**src/rtl/time_adjust_ctrl.sv**
```systemverilog
// Front-panel adjust sequencer: mode/up/down buttons -> adjust flag,
// one-hot field select, inc/dec strobes, hold-repeat, idle timeout.
// Ports: clk_1Hz, rst_n (async low); mode_btn, up_btn, down_btn (raw);
// adjust, field_sel[5:0], inc_pulse[5:0], dec_pulse[5:0], blink.
module time_adjust_ctrl #(
  parameter int REPEAT_DELAY = 2,
  parameter int IDLE_TIMEOUT = 30
) (
  input  logic       clk_1Hz,
  input  logic       rst_n,
  input  logic       mode_btn,
  input  logic       up_btn,
  input  logic       down_btn,
  output logic       adjust,
  output logic [5:0] field_sel,
  output logic [5:0] inc_pulse,
  output logic [5:0] dec_pulse,
  output logic       blink
);

  localparam int RW = $clog2(REPEAT_DELAY + 1);
  localparam int IW = $clog2(IDLE_TIMEOUT);

  localparam logic [RW-1:0] REP_MAX  = RW'(REPEAT_DELAY);
  localparam logic [IW-1:0] IDLE_MAX = IW'(IDLE_TIMEOUT - 1);

  localparam logic [2:0] RUN      = 3'd0;
  localparam logic [2:0] ADJ_SEC  = 3'd1;
  localparam logic [2:0] ADJ_MIN  = 3'd2;
  localparam logic [2:0] ADJ_HOUR = 3'd3;
  localparam logic [2:0] ADJ_DAY  = 3'd4;
  localparam logic [2:0] ADJ_MON  = 3'd5;
  localparam logic [2:0] ADJ_YEAR = 3'd6;

  // bit 2 = mode, bit 1 = up, bit 0 = down
  logic [2:0]    s1, s2, p;
  logic [2:0]    state, state_nx;
  logic [RW-1:0] up_rep, dn_rep;
  logic [IW-1:0] idle;

  logic mode_edge, up_edge, dn_edge;
  logic in_adj, both, up_stb, dn_stb;
  logic act, enter, to_run;

  function automatic logic [5:0] sel_of(input logic [2:0] s);
    logic [5:0] r;
    r = 6'b0;
    case (s)
      ADJ_SEC:  r = 6'b000001;
      ADJ_MIN:  r = 6'b000010;
      ADJ_HOUR: r = 6'b000100;
      ADJ_DAY:  r = 6'b001000;
      ADJ_MON:  r = 6'b010000;
      ADJ_YEAR: r = 6'b100000;
      default:  r = 6'b0;
    endcase
    return r;
  endfunction

  assign mode_edge = s2[2] & ~p[2];
  assign up_edge   = s2[1] & ~p[1];
  assign dn_edge   = s2[0] & ~p[0];

  assign in_adj = (state != RUN);
  assign both   = s2[1] & s2[0];

  // A mode edge pre-empts any strobe in the same cycle.
  assign up_stb = in_adj & ~mode_edge & ~both & s2[1] &
                  (up_edge | (up_rep == REP_MAX));
  assign dn_stb = in_adj & ~mode_edge & ~both & s2[0] &
                  (dn_edge | (dn_rep == REP_MAX));

  // Button activity in this cycle keeps the panel alive.
  assign act = up_edge | dn_edge | up_stb | dn_stb;

  always_comb begin
    state_nx = state;
    if (mode_edge) begin
      state_nx = (state == ADJ_YEAR) ? RUN : state + 3'd1;
    end else if (in_adj && idle == IDLE_MAX && !act) begin
      state_nx = RUN;
    end
  end

  assign to_run = (state_nx == RUN);
  assign enter  = (state_nx != state) & ~to_run;

  always_ff @(posedge clk_1Hz or negedge rst_n) begin
    if (!rst_n) begin
      s1        <= 3'b0;
      s2        <= 3'b0;
      p         <= 3'b0;
      state     <= RUN;
      adjust    <= 1'b0;
      field_sel <= 6'b0;
      inc_pulse <= 6'b0;
      dec_pulse <= 6'b0;
      blink     <= 1'b0;
      up_rep    <= '0;
      dn_rep    <= '0;
      idle      <= '0;
    end else begin
      s1        <= {mode_btn, up_btn, down_btn};
      s2        <= s1;
      p         <= s2;
      state     <= state_nx;
      adjust    <= ~to_run;
      field_sel <= sel_of(state_nx);
      inc_pulse <= up_stb ? sel_of(state) : 6'b0;
      dec_pulse <= dn_stb ? sel_of(state) : 6'b0;
      blink     <= (to_run | enter) ? 1'b0 : ~blink;

      if (to_run || enter || act)
        idle <= '0;
      else if (idle != IDLE_MAX)
        idle <= idle + 1'b1;

      if (!in_adj || mode_edge || both || !s2[1])
        up_rep <= '0;
      else if (up_rep != REP_MAX)
        up_rep <= up_rep + 1'b1;

      if (!in_adj || mode_edge || both || !s2[0])
        dn_rep <= '0;
      else if (dn_rep != REP_MAX)
        dn_rep <= dn_rep + 1'b1;
    end
  end

endmodule

```
**config.mk**
```make
export PLATFORM = sky130hd
export DESIGN_NAME = time_adjust_ctrl
export DESIGN_NICKNAME = d
export VERILOG_FILES = /design/src/rtl/time_adjust_ctrl.sv
export SDC_FILE = /design/constraint.sdc
export NUM_CORES = 1
export LEC_CHECK = 0
export BUFFER_PORTS_ARGS = -buffer_cell sky130_fd_sc_hd__buf_2
export CAP_MARGIN = 10
export CORE_MARGIN = 3
export CORE_UTILIZATION = 45
export DETAILED_ROUTE_END_ITERATION = 6
export GPL_ROUTABILITY_DRIVEN = 0
export PLACE_DENSITY = 0.63
export SLEW_MARGIN = 10
export SYNTH_ARGS = -nofsm -noshare
export SYNTH_HDL_FRONTEND = slang
export SYNTH_SLANG_ARGS = --single-unit
```
**constraint.sdc**
```tcl
create_clock -name clk_1Hz -period 2.32 [get_ports clk_1Hz]
set_input_delay 0.232 -clock clk_1Hz [delete_from_list [all_inputs] [get_ports clk_1Hz]]
set_output_delay 0.232 -clock clk_1Hz [all_outputs]
set_load 0.005 [all_outputs]
```
==> impl_metrics.tcl <==
set metrics [dict create \
    status "complete, no violations" \
    cp_top_family "flip-flops" \
    async_flop_share 1.000 \
    grt_pass1_vias 1162 \
    timing.setup.tns_ns 0 \
    setup_viol_count_final 0 \
    total_power_w 0.001819 \
    max_slew.worst_pin.slew_ns 0.8631 \
    synth_edf_count 0 \
    critical_path_peak_fanout 13 \
    ys_warn_count 0 \
    track_usage 0.1568 \
    synth_area_um2 1712 \
    crit_path_start_kind "flip-flop" \
    synth-seq-cells 41 \
    p_per_area_nw_per_um2 938.7 \
    ys_types 39 \
    clk_latency_ns 0.29 \
    synth_top_family_by_area "simple AND/OR/NAND/NOR gates" \
    initial_core_util 0.4898 \
    rsz0062_at_grt "no" \
    drc 0 \
    die_w_um 67.68 \
    io_buffer_count 24 \
    p_leak_nw 0.9420 \
    ant_nets 0 \
    hpwl_mm 2.142 \
    hold_violations 0 \
    fin_skew_ns 0.005109 \
    syn2layout_area_growth_pct 13.23 \
    peakVddDrop_v 0.0005356 \
    synth_compound_area_frac 0.1045 \
    fin_crit_sh 0.7676 \
    cts_made_buffers 5 \
    dr.pass1.iters 4 \
    nets 187 \
    cts_hold_buf 0 \
    synth-simple-area-share 0.1901 \
    grt_max_degree 42 \
    core_area_um2 3495 \
    dpl_cell_area_um2 1852 \
    dieArea_um2 4580 \
    worstPathRequired_ns 2.50 \
    grt_first_pass_wirelength_mm 5.223 \
    synth-xor-area-share 0.02558 \
    path_cells "inv_1 > ha_1 > nor2_1 > a22oi_1 > a221oi_1" \
    drtIter0Drc 60 \
    synth_cells 151 \
    drv_cap 0 \
    cts_resized 0 \
    ioPinCount 25 \
    via_count 1194 \
    grt_overflow 0 \
    cts_buffer_depth 2 \
    seq_area_frac_synth 0.5994 \
    cp_data_arrival_time_ns 1.96 \
    synth.area.mux_share 0 \
    synth.avg_cell_area_um2 11.34 \
    htreeDepth 2 \
    cp_num_buf_inv 1 \
    cts_tree "done" \
    cts_setup_buffers 0 \
    clk_pin_slew_ns 0.07 \
    max_freq_mhz 561.5 \
    relSlewSlack 0.4246 \
    cp_slowest_cell "dfrtp_1" \
    clkSinkCount 41 \
    ctsRootBufferMaster "clkbuf_8" \
    num_rows 21 \
    final_area_um2 1938 \
    end_kind "flip-flop" \
    hold_path_class "input pin to async pin" \
    period_needed_ns 1.781 \
    ys.flop_type "dfrtp_1" \
    drive_above_1_share 0.2203 \
    slew_violations 0 \
    synthAdderAreaFrac 0.03655 \
    post_drt_wl_per_cell_um 13.31 \
    die_y_um 67.68 \
    antenna_found_initial 0 \
    diodes 0 \
    avgViaCountPerCell 5.354 \
    reg2reg_slack_ns 0.54 \
    synth_nets 161 \
    criticalPathCategory "flip-flop to flip-flop" \
    critical_path.max_stage_delay_ns 0.59 \
    drt_wl_total_mm 2.968 \
]
placed cells by master (no fill, tap or decap), types with 3 or more instances in the layout:
master and instances:
clkbuf_8 6, a21oi_1 5, ha_1 5, nor2_1 22, nand2b_1 3, nand2_1 6, nor2b_1 3, nor4_1 5
xor2_1 3, nor3_1 6, a211oi_1 3, buf_2 24, dfrtp_1 41, inv_1 8, nand3_1 7
through the flow:
stage | setup slack (ns) | cells | util | hold slack, ns
6_report | 0.5392 | 223 | 0.5546 | 0.04512
5_1_grt | 0.2987 | 223 | 0.5546 | 0.03049
3_3_place_gp | 0.5949 | 216 | 0.5299 | 0.3385
4_1_cts | 0.5357 | 223 | 0.5546 | 0.03656
2_1_floorplan | 0.8026 | 151 | - | -0.06359
3_5_place_dp | 0.5634 | 216 | 0.5299 | 0.3364
power by group:
group	leakage, nW	switching, W	internal [W]
Combinational	0.364	0.000258	0.000191
Sequential	0.534	0.0000987	0.000818
Clock	0.0443	0.000218	0.000236
Total	0.942	0.000574	0.00125
registers in the layout, summed over array words and instances (netlist names), 2 cells and up:
name / cells
dn_rep: 2
idle: 5
inc_pulse: 6
field_sel: 6
up_rep: 2
p: 3
state: 3
s2: 3
s1: 3
dec_pulse: 6
layer usage:
| metal | wire length [um] | share of wire | global-route usage | vias up |
|---|---|---|---|---|
| li1 | - | - | - | 571 |
| met1 | 1208 | 0.41 | 0.1835 | 577 |
| met2 | 1516 | 0.51 | 0.2588 | 37 |
| met3 | 176 | 0.059 | 0.03993 | 9 |
| met4 | 66 | 0.022 | 0.09114 | 0 |
| met5 | 0 | 0 | 0 | - |
cells by family after synthesis:
kind of cell,after synthesis
AO/OA/AOI/OAI,24
AND/OR/NAND/NOR,62
XOR/XNOR,5
buffers and inverters,14
flip-flops,41
adder cells (fa/ha/maj),5
cell usage after synthesis (2+ instances only):
| cell | n | area (um^2) |
|---|---|---|
| a211oi_1 | 3 | 22.52 |
| a21boi_2 | 2 | 22.52 |
| a21oi_1 | 5 | 25.02 |
| a22oi_1 | 2 | 15.01 |
| buf_2 | 3 | 15.01 |
| buf_6 | 2 | 22.52 |
| dfrtp_1 | 41 | 1026 |
| ha_1 | 5 | 62.56 |
| inv_1 | 8 | 30.03 |
| nand2_1 | 6 | 22.52 |
| nand2b_1 | 3 | 18.77 |
| nand3_1 | 7 | 35.03 |
| nor2_1 | 22 | 82.58 |
| nor2b_1 | 3 | 18.77 |
| nor3_1 | 6 | 30.03 |
| nor4_1 | 5 | 31.28 |
| o21ai_0 | 2 | 10.01 |
| or3_1 | 2 | 12.51 |
| xnor2_1 | 2 | 17.52 |
| xor2_1 | 3 | 26.28 |
cell type report:
class | count | area (um^2)
Fill cell | 305 | 1556
Sequential cell | 41 | 1026
Multi-Input combinational cell | 96 | 610.6
Timing Repair Buffer | 25 | 127.6
Clock buffer | 7 | 86.33
Tap cell | 46 | 57.56
Inverter | 8 | 30.03
final timing paths:
path / from / end / depth (start not counted)
worst max register to register: state[2] / field_sel[3] / 5
max in group asynchronous: rst_n / idle[0] / 1
min in group clk_1Hz: mode_btn / s1[2] / 1
worst min-delay path: rst_n / state[2] / 1
worst max-delay path: state[2] / field_sel[3] / 5
worst min register to register: s1[2] / s2[2] / 0
worst reg2reg max path, cell delays in order (launching register included):
cell and delay (ns):
dfrtp_1 0.59, inv_1 0.14, ha_1 0.35, nor2_1 0.16
a22oi_1 0.16, a221oi_1 0.27
(Power assumes the default switching activity.)
